<file path="config.mk">
export PLATFORM = sky130hd
export DESIGN_NAME = button_debouncer
export DESIGN_NICKNAME = d
export VERILOG_FILES = /design/src/rtl/button_debouncer_pkg.sv /design/src/rtl/debounce_channel.sv /design/src/rtl/button_debouncer.sv
export SDC_FILE = /design/constraint.sdc
export NUM_CORES = 1
export LEC_CHECK = 0
export CELL_PAD_IN_SITES_DETAIL_PLACEMENT = 1
export CELL_PAD_IN_SITES_GLOBAL_PLACEMENT = 2
export CORE_UTILIZATION = 25
export CTS_CLUSTER_DIAMETER = 200
export DETAILED_ROUTE_END_ITERATION = 7
export PLACE_DENSITY_LB_ADDON = 0.1
export SLEW_MARGIN = 20
export SYNTH_ARGS = -nofsm -noshare
export SYNTH_HDL_FRONTEND = slang
export SYNTH_HIERARCHICAL = 1
export SYNTH_SLANG_ARGS = --single-unit
export TNS_END_PERCENT = 10
</file>
<file path="constraint.sdc">
create_clock -name clk -period 9.4 [get_ports clk]
set_input_delay 0.94 -clock clk [delete_from_list [all_inputs] [get_ports clk]]
set_output_delay 0.94 -clock clk [all_outputs]
set_load 0.02 [all_outputs]
</file>
<file path="src/rtl/button_debouncer_pkg.sv">
// Shared definitions for the push-button front end: channel FSM states and
// default timing constants for a 100 MHz clock.
package button_debouncer_pkg;

  typedef enum logic [1:0] {
    IDLE         = 2'd0,
    PRESS_WAIT   = 2'd1,
    HELD         = 2'd2,
    RELEASE_WAIT = 2'd3
  } btn_state_e;

  localparam int unsigned DEF_DEBOUNCE_CYCLES = 32'd1000000;
  localparam int unsigned DEF_REPEAT_DELAY    = 32'd50000000;
  localparam int unsigned DEF_REPEAT_RATE     = 32'd10000000;
  localparam int unsigned DEF_CTR_W           = 32'd27;

endpackage

</file>
<file path="src/rtl/debounce_channel.sv">
// One button channel: two-flop synchroniser, stability-counter FSM and
// auto-repeat timer producing a clean level plus press/release/repeat strobes.
module debounce_channel
  import button_debouncer_pkg::*;
#(
  parameter int unsigned DEBOUNCE_CYCLES = DEF_DEBOUNCE_CYCLES,
  parameter int unsigned REPEAT_EN       = 32'd1,
  parameter int unsigned REPEAT_DELAY    = DEF_REPEAT_DELAY,
  parameter int unsigned REPEAT_RATE     = DEF_REPEAT_RATE,
  parameter int unsigned CTR_W           = DEF_CTR_W
) (
  input  logic clk,
  input  logic rst,
  input  logic btn_raw,
  output logic btn_db,
  output logic btn_press,
  output logic btn_release,
  output logic btn_repeat
);

  localparam logic [CTR_W-1:0] ZERO     = {CTR_W{1'b0}};
  localparam logic [CTR_W-1:0] ONE      = {{(CTR_W-1){1'b0}}, 1'b1};
  localparam logic [CTR_W-1:0] DB_LIM   = CTR_W'(DEBOUNCE_CYCLES);
  localparam logic [CTR_W-1:0] RPT_DLY  = CTR_W'(REPEAT_DELAY);
  localparam logic [CTR_W-1:0] RPT_RATE = CTR_W'(REPEAT_RATE);

  logic [1:0]       sync_r;
  logic             sync_s;
  btn_state_e       state_r;
  logic [CTR_W-1:0] cnt_r;
  logic [CTR_W-1:0] rcnt_r;
  logic             rphase_r;
  logic [CTR_W-1:0] rcnt_next_s;
  logic [CTR_W-1:0] rtarget_s;

  function automatic logic [CTR_W-1:0] sat_inc(input logic [CTR_W-1:0] v,
                                               input logic [CTR_W-1:0] lim);
    if (v >= lim) begin
      sat_inc = lim;
    end else begin
      sat_inc = v + ONE;
    end
  endfunction

  // Two-flop synchroniser for the asynchronous pin level.
  always_ff @(posedge clk) begin
    if (rst) begin
      sync_r <= 2'b00;
    end else begin
      sync_r <= {sync_r[0], btn_raw};
    end
  end

  assign sync_s = sync_r[1];

  // Repeat target: first strobe after REPEAT_DELAY, later ones every REPEAT_RATE.
  always_comb begin
    rcnt_next_s = rcnt_r + ONE;
    if (rphase_r) begin
      rtarget_s = RPT_RATE;
    end else begin
      rtarget_s = RPT_DLY;
    end
  end

  // Channel FSM with registered level and strobe outputs.
  always_ff @(posedge clk) begin
    if (rst) begin
      state_r     <= IDLE;
      cnt_r       <= ZERO;
      rcnt_r      <= ZERO;
      rphase_r    <= 1'b0;
      btn_db      <= 1'b0;
      btn_press   <= 1'b0;
      btn_release <= 1'b0;
      btn_repeat  <= 1'b0;
    end else begin
      btn_press   <= 1'b0;
      btn_release <= 1'b0;
      btn_repeat  <= 1'b0;
      case (state_r)
        IDLE: begin
          if (sync_s) begin
            state_r <= PRESS_WAIT;
            cnt_r   <= ONE;
          end else begin
            cnt_r   <= ZERO;
          end
        end
        PRESS_WAIT: begin
          if (!sync_s) begin
            state_r <= IDLE;
            cnt_r   <= ZERO;
          end else if (cnt_r >= DB_LIM) begin
            state_r   <= HELD;
            btn_db    <= 1'b1;
            btn_press <= 1'b1;
            cnt_r     <= ZERO;
            rcnt_r    <= ZERO;
            rphase_r  <= 1'b0;
          end else begin
            cnt_r <= sat_inc(cnt_r, DB_LIM);
          end
        end
        HELD: begin
          if (!sync_s) begin
            state_r <= RELEASE_WAIT;
            cnt_r   <= ONE;
          end else if (REPEAT_EN != 32'd0) begin
            // Reload to zero on each strobe so the cadence never drifts.
            if (rcnt_next_s >= rtarget_s) begin
              btn_repeat <= 1'b1;
              rcnt_r     <= ZERO;
              rphase_r   <= 1'b1;
            end else begin
              rcnt_r <= rcnt_next_s;
            end
          end else begin
            rcnt_r <= ZERO;
          end
        end
        RELEASE_WAIT: begin
          if (sync_s) begin
            state_r <= HELD;
            cnt_r   <= ZERO;
          end else if (cnt_r >= DB_LIM) begin
            state_r     <= IDLE;
            btn_db      <= 1'b0;
            btn_release <= 1'b1;
            cnt_r       <= ZERO;
          end else begin
            cnt_r <= sat_inc(cnt_r, DB_LIM);
          end
        end
        default: begin
          state_r  <= IDLE;
          cnt_r    <= ZERO;
          rcnt_r   <= ZERO;
          rphase_r <= 1'b0;
          btn_db   <= 1'b0;
        end
      endcase
    end
  end

endmodule

</file>
<file path="src/rtl/button_debouncer.sv">
// Board push-button front end: N_BTN independent debounce channels plus an
// OR of all press strobes.
module button_debouncer
  import button_debouncer_pkg::*;
#(
  parameter int unsigned N_BTN           = 32'd5,
  parameter int unsigned DEBOUNCE_CYCLES = DEF_DEBOUNCE_CYCLES,
  parameter int unsigned REPEAT_EN       = 32'd1,
  parameter int unsigned REPEAT_DELAY    = DEF_REPEAT_DELAY,
  parameter int unsigned REPEAT_RATE     = DEF_REPEAT_RATE,
  parameter int unsigned CTR_W           = DEF_CTR_W
) (
  input  logic             clk,
  input  logic             rst,
  input  logic [N_BTN-1:0] btn_raw,
  output logic [N_BTN-1:0] btn_db,
  output logic [N_BTN-1:0] btn_press,
  output logic [N_BTN-1:0] btn_release,
  output logic [N_BTN-1:0] btn_repeat,
  output logic             any_press
);

  for (genvar i = 0; i < int'(N_BTN); i++) begin : g_ch
    debounce_channel #(
      .DEBOUNCE_CYCLES(DEBOUNCE_CYCLES),
      .REPEAT_EN      (REPEAT_EN),
      .REPEAT_DELAY   (REPEAT_DELAY),
      .REPEAT_RATE    (REPEAT_RATE),
      .CTR_W          (CTR_W)
    ) u_ch (
      .clk        (clk),
      .rst        (rst),
      .btn_raw    (btn_raw[i]),
      .btn_db     (btn_db[i]),
      .btn_press  (btn_press[i]),
      .btn_release(btn_release[i]),
      .btn_repeat (btn_repeat[i])
    );
  end

  // Press strobes are registered, so this OR has no path from the pins.
  assign any_press = |btn_press;

endmodule

</file>
==> metrics.cfg <==
[clock_network]
clockBufferDepth = 3
clock_latency_ns = 0.56
cts_sinks = 315
post_cts_resized = 0
clkSlewWorstSetupHoldPaths_ns = 0.06
clock-root-buffer = clkbuf_16
cts_setup_buffers = 0
cts_hold_buf = 0
tritoncts = built
cts_buffers = 43
htreeDepth = 2

[yosys]
synth-edff-count = 0
ys.flop_type = dfxtp_1
synth_area_sq_um = 17560
synth_xor_area_share_pct = 3.291
synth_compound_area_share_pct = 21.09
synth_fa_ha_area_share_pct = 3.918
ys_types = 86
ys_seq_area_share_pct = 35.90
yosys-top-cells-area = dfxtp_1 36%, nand2_1 5.3%, nor2_1 4.5%
yosys.area.top_type_share_pct = 35.90
ys_async_sr_fraction_pct = 0
syn_inst = 2171
syn-num-nets = 2233
synth_top_family_by_area = simple AND/OR/NAND/NOR gates
muxShareOfSynthArea_pct = 0.5343
synth_top_area_cell = dfxtp_1
synth-simple-area-share_pct = 30.69
synth.avg_cell_area_sq_um = 8.090
ys_seq_elements = 315
yosys_warnings = 6

[hold_path]
hp-class = flop to flop

[power]
ir_drop_uv = 105.2
p_leak_nw = 7.249
combPwrFrac_pct = 1.6
netSwitchingPower_uw = 693.2
swShare_pct = 21.77
power.density_nw_per_um2 = 158.9
p_int_mw = 2.490
p_seq_share_pct = 42.3
clock_power_share_pct = 56.1

[placed_design]
portBuffers = 27
gp_congestion = 0.7389
dpl_worst_slack_ns = 4.483
hpwl_microns = 34830

[timing]
setup_slack_ns = 4.544
slew_viol_final = 0
period_needed_ns = 4.856
finalSetupViolations = 0
rsz0062_at_grt = no
fin_worst_skew_ns = 0.01602
hold_slack_ns = 0.4352
post-route-period-util_pct = 51.66
fmax_ghz = 0.2059
tightest_slew_ns = 1.047
hold_violations = 0
finalSetupTns_ns = 0
relSlewSlack_pct = 30.18

[route]
wl_microns = 52230
vias = 15900
ant_nets = 0
drc = 0
vias_per_cell = 5.142
first_pass_iters = 6
avgRoutedWirePerCell_microns = 16.89
drt_iter0_markers = 682

[grt]
grt_pass1_vias = 16400
grt_usage_pct = 14.77
grt_start_max_net_pins = 61
grt_pass1_wl_microns = 86770
antenna_found_initial = 2
globalRoute.totalOverflow = 0

[finish]
syn_to_final_growth_pct = 14.05
final_layout_size_suffix_gt1_share_pct = 7.126
nFillCells = 8133
antenna_cells = 0
seq_area_sq_um = 6306
final_util_pct = 29.01
multi_input_area_sq_um = 10490
nets = 2190

[floorplanning]
rows = 96
pin_count = 28
start_util_pct = 25.43
die_w_microns = 267.1
core-area_sq_um = 69070
die_area_sq_um = 71320
fp.dieH_microns = 267.1

[setup_path]
cp-start-kind = flop
crit_fanout = 21
critPathRequiredTime_ns = 9.88
critical_path_arrival_ns = 5.34
endpoint_kind = flop
critical_path_class = flop to flop

[flow_run]
drv_cap = 0

[run_status]
outcome = completed

[through the flow]
stage | instances | power [mW] | cell area, sq um
final | 3092 | 3.184 | 20030
after global routing | 3092 | 3.324 | 20030
after CTS | 3092 | 3.270 | 20030
after detailed placement | 3014 | 1.427 | 18490
after global placement | 3013 | 1.426 | 18480
after floorplan | 2171 | 1.403 | 17560
[synthesized netlist by cell type, types with 10 or more instances]
cell	n
a211oi_1	45
a21o_1	47
a21oi_1	125
a221o_1	23
a22o_1	24
a22oi_1	13
a311oi_1	24
a31oi_1	23
and2_1	55
and3_1	51
and4_1	16
buf_2	19
buf_6	16
clkbuf_1	82
dfxtp_1	315
ha_1	55
inv_1	35
nand2_1	248
nand2b_1	20
nand3_1	76
nand3b_1	18
nand4_1	64
nor2_1	211
nor2b_1	22
nor3_1	70
nor3b_1	26
nor4_1	39
nor4b_1	10
o2111ai_1	10
o211ai_1	16
o21ai_0	99
o31ai_1	21
or2_2	15
or3_1	32
or4_1	16
xnor2_1	38
xor2_1	28
[critical path: stages (launching register included)]
cell,delay [ns]
dfxtp_1,0.36
ha_1,0.21
nand3_1,0.21
nor2_1,0.53
and3_1,0.26
xor2_1,0.18
ha_1,0.27
and2_1,0.17
a311o_1,0.34
and3_1,0.15
o32ai_1,0.34
nor4b_2,0.11
nor3_2,0.78
o21bai_2,0.17
buf_4,0.26
or3_1,0.36
o211ai_1,0.09
[power by group through the flow]
stage | Sequential (mW) | Clock (mW) | Combinational [mW]
5_1_grt | 1.35 | 1.92 | 0.0556
3_5_place_dp | 1.38 | 0 | 0.0515
4_1_cts | 1.35 | 1.87 | 0.0518
3_3_place_gp | 1.38 | 0 | 0.0503
2_1_floorplan | 1.38 | 0 | 0.0283
6_report | 1.35 | 1.79 | 0.0500
[cell families (layout without fill, tap and decap cells)]
| group | count (synthesis) | in the layout |
|---|---|---|
| AOI/OAI and AO/OA | 535 | 535 |
| xor gates and xnor gates | 66 | 66 |
| adders and majority gates | 55 | 55 |
| buffers and inverters | 167 | 157 |
| DFF | 315 | 315 |
| muxes | 9 | 9 |
| and+or+nand+nor | 1024 | 1024 |
[layer usage]
metal / wire length [microns] / global-route usage, %
met1: 25600 / 19.34
met2: 24350 / 25.23
met3: 1255 / 2.014
met4: 1025 / 4.070
met5: 0 / 0
[final timing paths]
| kind | start | to | slack (ns) | cells after the start |
|---|---|---|---|---|
| worst min-delay path | g_ch[2].u_ch/sync_r[0] | g_ch[2].u_ch/sync_r[1] | 0.44 | 1 |
| worst max-delay path | g_ch[4].u_ch/rcnt_r[0] | g_ch[4].u_ch/rcnt_r[11] | 4.54 | 16 |
| worst max register to register | g_ch[4].u_ch/rcnt_r[0] | g_ch[4].u_ch/rcnt_r[11] | 4.54 | 16 |
| worst min register to register | g_ch[2].u_ch/sync_r[0] | g_ch[2].u_ch/sync_r[1] | 0.44 | 1 |
[state kept, by name (all words and copies together), names as in the netlist, named ones only]
name,count
g_ch.u_ch/cnt_r,135
g_ch.u_ch/btn_db,5
g_ch.u_ch/btn_press,5
g_ch.u_ch/btn_repeat,5
g_ch.u_ch/sync_r,10
g_ch.u_ch/rcnt_r,135
g_ch.u_ch/btn_release,5
g_ch.u_ch/state_r,5
g_ch.u_ch/rphase_r,5
[placed cells by master, fill, tap and decap left out, types with 18 or more instances in the layout]
| cell | instances |
|---|---|
| nand2_1 | 248 |
| or3_1 | 32 |
| a21oi_1 | 124 |
| nand3_1 | 76 |
| clkbuf_16 | 45 |
| and3_1 | 51 |
| a22o_1 | 24 |
| a311oi_1 | 24 |
| inv_1 | 35 |
| nor3_1 | 70 |
| a31oi_1 | 23 |
| nor4_1 | 39 |
| xnor2_1 | 38 |
| and2_1 | 55 |
| o21ai_0 | 99 |
| a221o_1 | 23 |
| ha_1 | 55 |
| nand3b_1 | 18 |
| xor2_1 | 28 |
| nor3b_1 | 26 |
| a21o_1 | 47 |
| nor2b_1 | 22 |
| nor2_1 | 211 |
| dfxtp_1 | 315 |
| nand4_1 | 64 |
| o31ai_1 | 21 |
| nand2b_1 | 20 |
| a211oi_1 | 45 |
| clkdlybuf4s50_1 | 26 |
[cell type report]
type / instances / share of cell area, %
Clock inverter: 16 / 1.293
Multi-Input combinational cell: 1689 / 52.36
Sequential cell: 315 / 31.48
Tap cell: 931 / 5.815
Inverter: 36 / 0.6745
Timing Repair Buffer: 43 / 1.992
Clock buffer: 62 / 6.389
No activity file was read; power rests on OpenSTA's default activity.
